## src/rtl/regfile_port_arbiter_pkg.sv

```systemverilog
// Shared widths and FSM encodings for the register-file port arbiter.
package regfile_port_arbiter_pkg;
  localparam int REG_ADDR_W = 5;
  localparam int REG_DATA_W = 32;

  typedef enum logic [1:0] {
    ST_CLEAR = 2'd0,
    ST_IDLE  = 2'd1,
    ST_ACK   = 2'd2
  } arb_state_e;
endpackage

```

## src/rtl/regfile_port_arbiter_starve_counter.sv

```systemverilog
// Saturating count of consecutive ungranted debug-request cycles.
module starve_counter #(
  parameter int LIMIT = 8
) (
  input  logic clk,
  input  logic rst_n,
  input  logic inc,
  input  logic clr,
  output logic at_limit
);
  localparam int CW = $clog2(LIMIT + 1);
  localparam logic [CW-1:0] LIM = CW'(LIMIT);

  logic [CW-1:0] r_cnt;

  always_ff @(posedge clk or negedge rst_n) begin
    if (!rst_n) begin
      r_cnt <= '0;
    end else if (clr) begin
      r_cnt <= '0;
    end else if (inc && (r_cnt != LIM)) begin
      r_cnt <= r_cnt + 1'b1;
    end
  end

  assign at_limit = (r_cnt == LIM);
endmodule

```

## src/rtl/regfile_port_arbiter.sv

```systemverilog
// Shares the register-file write port and read port 2 between the pipeline
// and a debug/loader port; zero-fills the register file after reset or on request.
module regfile_port_arbiter
  import regfile_port_arbiter_pkg::*;
#(
  parameter int STARVE_LIMIT = 8,
  parameter int NUM_REGS     = 32
) (
  input  logic                  Clk,
  input  logic                  Rst_n,
  input  logic                  WB_RegWrite,
  input  logic [REG_ADDR_W-1:0] WB_WriteRegister,
  input  logic [REG_DATA_W-1:0] WB_WriteData,
  input  logic [REG_ADDR_W-1:0] ID_ReadRegister2,
  input  logic                  ID_ReadEn2,
  input  logic                  Clear_Start,
  input  logic                  Dbg_Req,
  input  logic                  Dbg_We,
  input  logic [REG_ADDR_W-1:0] Dbg_Addr,
  input  logic [REG_DATA_W-1:0] Dbg_WData,
  input  logic [REG_DATA_W-1:0] ReadData2,
  output logic                  RegWrite,
  output logic [REG_ADDR_W-1:0] WriteRegister,
  output logic [REG_DATA_W-1:0] WriteData,
  output logic [REG_ADDR_W-1:0] ReadRegister2,
  output logic                  Stall,
  output logic                  Dbg_Ack,
  output logic [REG_DATA_W-1:0] Dbg_RData,
  output logic                  Clear_Done
);
  localparam logic [REG_ADDR_W-1:0] LAST_IDX = REG_ADDR_W'(NUM_REGS - 1);

  arb_state_e            r_state;
  logic [REG_ADDR_W-1:0] r_clr_idx;
  logic [REG_DATA_W-1:0] r_dbg_rdata;

  logic w_idle;
  logic w_eligible;
  logic w_at_limit;
  logic w_grant;
  logic w_forced;

  // Debug handshake: Dbg_Req with its Dbg_* payload is held by the requester
  // until the single-cycle Dbg_Ack, which always follows the grant cycle.
  assign w_idle     = (r_state == ST_IDLE);
  assign w_eligible = Dbg_Req && (Dbg_We ? !WB_RegWrite : !ID_ReadEn2);
  assign w_grant    = w_idle && !Clear_Start && (w_eligible || (Dbg_Req && w_at_limit));
  assign w_forced   = w_grant && !w_eligible;

  starve_counter #(.LIMIT(STARVE_LIMIT)) u_starve (
    .clk      (Clk),
    .rst_n    (Rst_n),
    .inc      (w_idle && Dbg_Req && !w_grant),
    .clr      (w_grant || !Dbg_Req),
    .at_limit (w_at_limit)
  );

  always_ff @(posedge Clk or negedge Rst_n) begin
    if (!Rst_n) begin
      r_state     <= ST_CLEAR;
      r_clr_idx   <= '0;
      r_dbg_rdata <= '0;
    end else begin
      case (r_state)
        ST_CLEAR: begin
          if (r_clr_idx == LAST_IDX) begin
            r_state   <= ST_IDLE;
            r_clr_idx <= '0;
          end else begin
            r_clr_idx <= r_clr_idx + 1'b1;
          end
        end
        ST_IDLE: begin
          if (Clear_Start) begin
            r_state <= ST_CLEAR;
          end else if (w_grant) begin
            r_state <= ST_ACK;
            if (!Dbg_We) r_dbg_rdata <= ReadData2;
          end
        end
        ST_ACK:  r_state <= Clear_Start ? ST_CLEAR : ST_IDLE;
        default: r_state <= ST_CLEAR;
      endcase
    end
  end

  always_comb begin
    RegWrite      = WB_RegWrite;
    WriteRegister = WB_WriteRegister;
    WriteData     = WB_WriteData;
    ReadRegister2 = ID_ReadRegister2;
    Stall         = 1'b0;
    if (r_state == ST_CLEAR) begin
      RegWrite      = 1'b1;
      WriteRegister = r_clr_idx;
      WriteData     = '0;
      Stall         = 1'b1;
    end else if (w_grant) begin
      if (Dbg_We) begin
        RegWrite      = 1'b1;
        WriteRegister = Dbg_Addr;
        WriteData     = Dbg_WData;
      end else begin
        ReadRegister2 = Dbg_Addr;
      end
      // A forced grant holds the pipeline, so its WB write must not land now.
      if (w_forced) begin
        Stall = 1'b1;
        if (!Dbg_We) RegWrite = 1'b0;
      end
    end
  end

  assign Dbg_Ack    = (r_state == ST_ACK);
  assign Dbg_RData  = r_dbg_rdata;
  assign Clear_Done = w_idle;
endmodule

```

## config.mk

```make
export PLATFORM = sky130hd
export DESIGN_NAME = regfile_port_arbiter
export DESIGN_NICKNAME = d
export VERILOG_FILES = /design/src/rtl/regfile_port_arbiter_pkg.sv /design/src/rtl/regfile_port_arbiter_starve_counter.sv /design/src/rtl/regfile_port_arbiter.sv
export SDC_FILE = /design/constraint.sdc
export NUM_CORES = 1
export LEC_CHECK = 0
export BUFFER_PORTS_ARGS = -buffer_cell sky130_fd_sc_hd__buf_2
export CAP_MARGIN = 20
export CORE_ASPECT_RATIO = 1.2
export CORE_MARGIN = 2
export CORE_UTILIZATION = 43
export DETAILED_ROUTE_END_ITERATION = 7
export GPL_TIMING_DRIVEN = 0
export MAX_ROUTING_LAYER = met4
export PLACE_DENSITY = 0.86
export SLEW_MARGIN = 20
export SYNTH_ARGS = -nofsm -noshare
export SYNTH_HDL_FRONTEND = slang
export SYNTH_SLANG_ARGS = --single-unit
```

## constraint.sdc

```tcl
create_clock -name Clk -period 3.42 [get_ports Clk]
set_clock_uncertainty 0.2 [all_clocks]
set_input_delay 0.171 -clock Clk [delete_from_list [all_inputs] [get_ports Clk]]
set_output_delay 0.171 -clock Clk [all_outputs]
set_load 0.02 [all_outputs]
```

==> results of run 1 <==
## sequential cells by signal, indices dropped and copies added, names as in the netlist
name            count
Dbg_RData          32
r_clr_idx           5
u_starve.r_cnt      4
r_state             2
## report_power, final
group	switching [mW]	total [mW]	internal (mW)	leakage, nW
Clock	0.177	0.320	0.143	0.0412
Sequential	0.0844	0.694	0.609	0.582
Combinational	0.420	0.731	0.311	1.64
Total	0.682	1.74	1.06	2.26
## synth_stat cells, types with 2 or more instances
cell      number  share of area, %
buf_6          3               1.3
nand4_1        2              0.50
buf_2          2              0.40
ha_1           4               2.0
mux2_2        28                13
nor2_1        14               2.1
dfrtp_1       43                43
buf_1          2              0.30
nand2_1       80                12
and2b_2        2              0.70
o21ai_0        7               1.4
inv_1          3              0.45
clkbuf_1       8               1.2
mux2_4        10               6.0
buf_4          2              0.60
a21oi_1       44               8.8
xor2_1         2              0.70
nand3_1        2              0.40
## metal layers
layer	wire, um	global-route usage, %	up-vias
met5	0	-	-
met4	136	8.760	0
met3	902	9.091	14
met2	4597	49.19	149
met1	3698	32.82	1351
li1	-	-	1387
## metrics by stage
| stage | setup slack, ps | util, % | hold slack [ps] | total power [mW] | cells |
|---|---|---|---|---|---|
| after floorplan | 1194 | - | -324.6 | 1.102 | 271 |
| after global placement | 869.1 | 63.33 | 147.2 | 1.361 | 546 |
| after detailed placement | 830.0 | 63.33 | 166.6 | 1.384 | 546 |
| after CTS | 490.6 | 70.84 | 34.38 | 1.738 | 588 |
| after global routing | 371.0 | 70.84 | 50.12 | 1.855 | 588 |
| final | 516.9 | 70.84 | 46.29 | 1.745 | 588 |
## cells by family after synthesis
group / synth area share, %
multiplexers: 18.91
flip-flops: 42.81
adder cells (fa/ha/maj): 1.991
buffers and inverters: 4.281
XOR/XNOR: 1.045
AND/OR/NAND/NOR: 18.72
AO/OA/AOI/OAI: 12.25
## critical path, stage by stage, from the launching register on
cell	delay, ps
dfrtp_1	410
inv_1	100
ha_1	210
nand3b_4	140
a211oi_4	630
buf_6	250
mux2_2	340
buf_2	160
## final cells by class
type	instances	area (um^2)	share of cell area (%)
multi-input combinational	208	1330	33.13
timing repair buffer	229	1316	32.78
sequential	43	1076	26.80
tap	80	100.1	2.493
buffer	17	96.34	2.400
clock buffer	6	72.57	1.807
clock inverter	2	12.51	0.3116
inverter	3	11.26	0.2805
## what timing repair did
action	4_1_cts	5_1_grt
endpoints found under the hold margin	76	0
hold buffers	34	0
buffers inserted	0	0
## how the worst min path moves through the flow
| stage | start | end | slack [ps] | cells after the start |
|---|---|---|---|---|
| global route | Dbg_Req | r_state[1] | 50 | 3 |
| finish | Dbg_Req | r_state[1] | 50 | 3 |
| CTS | Dbg_Req | r_state[1] | 30 | 3 |
| detailed placement | Rst_n | Dbg_RData[12] | 170 | 1 |
| global placement | Rst_n | Dbg_RData[0] | 150 | 1 |
| floorplan | Rst_n | Dbg_RData[0] | -320 | 0 |
==> impl_metrics.tcl, run 1 <==
set metrics [dict create \
    post-route-period-util_pct 84.89 \
    reg2reg_from "u_starve.r_cnt[0]" \
    route.detailed.drc 0 \
    fp.dieH_um 87.76 \
    antenna_found_initial 0 \
    cts_tree "done" \
    status "completed" \
    io-pin-count 196 \
    final_common_cell "buf_2" \
    gp_congestion 0.9144 \
    fp-row-count 30 \
    dieWidth_um 73.80 \
    endpoint "ReadRegister2[1]" \
    cts.clk_slew.worst_paths_ps 80 \
    dr.pass1.iters 4 \
    grt_max_degree 44 \
    cts.sinks 43 \
    critical_path_arrival_ps 2530 \
    synth_seq_cells 43 \
    ys_async_sr_fraction_pct 100.0 \
    startpoint "u_starve.r_cnt[0]" \
    hp-class "input pin to register" \
    r2r_setup_slack_ps 1020 \
    first_iter_violations 58 \
    diodes 0 \
    synth_edf_count 0 \
    tns_ps 0 \
    cts_root_buffer "clkbuf_8" \
    path_max_fanout 10 \
    cp-start-kind "register" \
    final_hold_viol_count 0 \
    hpwl_mm 6.666 \
    insertion_delay_ps 290 \
    synth_area_mm2 0.002514 \
    end_kind "output port" \
    rsz0062_at_grt "no" \
    max-vdd-ir-drop_mv 0.3422 \
    vias 2901 \
    cts_resized 0 \
    ys_seq_area_share_pct 42.81 \
    die_area_mm2 0.006476 \
    area_growth_pct 59.73 \
    yosysWarnings 0 \
    maxCapViolCount 0 \
    port_buffers 195 \
    final_nets 629 \
    p_leak_nw 2.261 \
    synth_cell_types 31 \
    syn_inst 271 \
    grt-ovfl-total 0 \
    fillers 427 \
    coreArea_mm2 0.005668 \
    avgRoutedWirePerCell_um 15.87 \
    finalMaxSlewViolations 0 \
    grt_usage_pct 29.13 \
    worstPathRequired_ps 3050 \
    reg2reg_to "Dbg_RData[6]" \
    h-tree-depth 2 \
    max_freq_ghz 0.3445 \
    drt-vias-per-instance 4.934 \
    cts_buffer_depth 2 \
    rr_worst_depth 6 \
    maxSlewHeadroom_pct 36.98 \
    start_util_pct 44.35 \
    grt_pass1_vias 2904 \
    fin_crit_ps 2903 \
    syn-mean-instance-area_um2 9.276 \
    worst-setup-path-type "register to output port" \
    final_layout_size_suffix_gt1_share_pct 50.00 \
    tightest_slew_ps 945.3 \
    ant_nets 0 \
    final_area_mm2 0.004015 \
    synthFlopType "dfrtp_1" \
    setup_viol 0 \
    dpl-instance-area_mm2 0.003590 \
    layout_common_cells "197 x buf_2, 80 x nand2_1, 44 x a21oi_1" \
    grt_pass1_wl_mm 13.72 \
    finalWirelength_mm 9.334 \
    syn_nets 393 \
    powerDensity_mw_per_mm2 434.5 \
    numCtsBuffers 5 \
]
Power figures use the tool's default switching activity.
==> run 2: changes to the inputs <==
ABC_AREA = 1   (was default)
PLACE_DENSITY = 0.81   (was 0.86)
clock period = 2.91 ns   (was 3.42 ns; I/O delays follow)
==> impl_metrics.tcl, run 2 <==
set metrics [dict create \
    cts.clk_slew.worst_paths_ps 80 \
    tns_ps 0 \
    largest_reg_flops 32 \
    insertion_delay_ps 290 \
    synth_top_area_share_pct 35.16 \
    swShare_pct 47.93 \
    rsz0062_at_grt "no" \
    synth_top_cell_by_area "dfrtp_1" \
    vias 4200 \
    area_growth_pct 50.49 \
    hp-class "input pin to register" \
    max_freq_ghz 0.3869 \
    numCtsBuffers 5 \
    die_area_mm2 0.007811 \
    tightest_slew_ps 552.1 \
    maxSlewHeadroom_pct 63.19 \
    path_max_fanout 10 \
    synth_cell_types 23 \
    fp.dieH_um 96.42 \
    maxCapViolCount 0 \
    final_layout_size_suffix_gt1_share_pct 31.47 \
    p_clk_share_pct 14.4 \
    worst-setup-path-type "register to output port" \
    place_ws_ps 680.3 \
    dieWidth_um 81.02 \
    grt-ovfl-total 0 \
    gp_congestion 0.7826 \
    first_iter_violations 202 \
    synth_commonest_cells "262 x nand2_1, 47 x nand3_1, 43 x dfrtp_1" \
    status "completed" \
    multi_input_area_mm2 0.001753 \
    end_kind "output port" \
    io-pin-count 196 \
    max-vdd-ir-drop_mv 0.6222 \
    p_sw_mw 1.593 \
    powerDensity_mw_per_mm2 721.4 \
    synthFlopType "dfrtp_1" \
    cts_buffer_depth 2 \
    start_util_pct 44.65 \
    diodes 0 \
    syn-mean-instance-area_um2 6.158 \
    p_comb_share_pct 55.9 \
    finalWirelength_mm 11.37 \
    finalMaxSlewViolations 0 \
    cts_root_buffer "clkbuf_8" \
    syn_nets 619 \
    seqPwrFrac_pct 29.7 \
    h-tree-depth 2 \
    avgRoutedWirePerCell_um 13.84 \
    synth_seq_cells 43 \
    final_hold_viol_count 0 \
    route.detailed.drc 0 \
    port_buffers 195 \
    fillers 614 \
    antenna_found_initial 0 \
    layout_common_cells "262 x nand2_1, 207 x buf_2, 47 x nand3_1" \
    fp-row-count 33 \
    critical_path_arrival_ps 2240 \
    final_common_cell "nand2_1" \
    coreArea_mm2 0.006854 \
    syn_inst 497 \
    hpwl_mm 7.954 \
    fin_crit_ps 2584 \
    grt_pass1_vias 3986 \
    ys_async_sr_fraction_pct 100.0 \
    post-route-period-util_pct 88.81 \
    register_area_mm2 0.001076 \
    grt_pass1_wl_mm 17.44 \
    final_nets 855 \
    worstPathRequired_ps 2560 \
    grt_max_degree 44 \
    worst_slack_ps 325.6 \
    p_leak_nw 2.733 \
    setup_viol 0 \
    yosysWarnings 0 \
    synth.most_common_cell "nand2_1" \
    synth_edf_count 0 \
    ys_seq_area_share_pct 35.16 \
    synth_area_mm2 0.003060 \
    cts.sinks 43 \
    cts_tree "done" \
    p_int_mw 1.730 \
    grt_usage_pct 28.87 \
    ant_nets 0 \
    dr.pass1.iters 5 \
    synth_area_leaders "dfrtp_1 35%, nand2_1 32%, nand3_1 7.7%" \
    drt-vias-per-instance 5.116 \
    cp-start-kind "register" \
]
run 2: cell type report:
cell class / count / area share, %
Clock inverter: 2 / 0.7607
Sequential cell: 43 / 23.36
Clock buffer: 6 / 1.793
Tap cell: 87 / 2.363
Timing Repair Buffer: 229 / 28.63
Inverter: 12 / 0.9780
Buffer: 36 / 4.048
Multi-Input combinational cell: 406 / 38.06
run 2: through the flow:
step	utilization (%)	area (um^2)	std cells	power [mW]	hold WS [ps]
floorplan	-	3060	497	2.112	-350.1
global placement	60.48	4145	779	2.746	143.8
detailed placement	60.48	4145	779	2.787	151.7
CTS	67.16	4603	821	3.313	1.411
global route	67.20	4606	821	3.571	34.87
finish	67.20	4606	821	3.322	11.22
run 2: per-layer routing:
metal / global-route usage, % / routed length [um]
met5: - / 0
met4: 8.898 / 145
met3: 5.762 / 988
met2: 51.72 / 5678
met1: 32.31 / 4553
run 2: path summary, 6_finish.rpt:
kind | startpoint | endpoint | slack [ps] | cells after the start
max in group asynchronous | Rst_n | Dbg_RData[30] | 1960 | 2
worst min register to register | Dbg_RData[6] | Dbg_RData[6] | 290 | 2
min in group asynchronous | Rst_n | Dbg_RData[12] | 170 | 2
worst max register to register | u_starve.r_cnt[0] | Dbg_RData[29] | 920 | 9
worst max-delay path | u_starve.r_cnt[0] | WriteData[13] | 330 | 9
worst min-delay path | Dbg_Req | u_starve.r_cnt[2] | 10 | 3
run 2: cells by family (layout without fill, tap and decap cells):
| family | Yosys count | count (layout) | share of synthesized area (%) |
|---|---|---|---|
| AO/OA/AOI/OAI | 74 | 74 | 12.10 |
| adder cells (fa/ha/maj) | 4 | 4 | 1.635 |
| flip-flops | 43 | 43 | 35.16 |
| XOR/XNOR | 3 | 3 | 0.8587 |
| AND/OR/NAND/NOR | 325 | 325 | 42.68 |
| buffers and inverters | 48 | 285 | 7.563 |
run 2: power groups by stage:
stage               Sequential (mW)  Combinational [mW]  Clock [mW]
floorplan                      1.22               0.889           0
global placement              0.978                1.77           0
detailed placement            0.983                1.80           0
CTS                           0.980                1.84       0.492
global route                   1.01                2.04       0.516
finish                        0.986                1.86       0.480
run 2: timing repair:
action | 4_1_cts | 5_1_grt
buffers inserted | 0 | 0
resized for setup | 0 | 0
endpoints found under the hold margin | 76 | 0
hold buffers | 34 | 0
run 2: worst max-delay path: stages (launching register included):
cell and delay (ps):
dfrtp_1 420, inv_1 100, ha_1 180, nand4_1 140, nand2_2 130, buf_4 190, buf_2 230, nand3_1 90
a21oi_1 250, buf_2 210
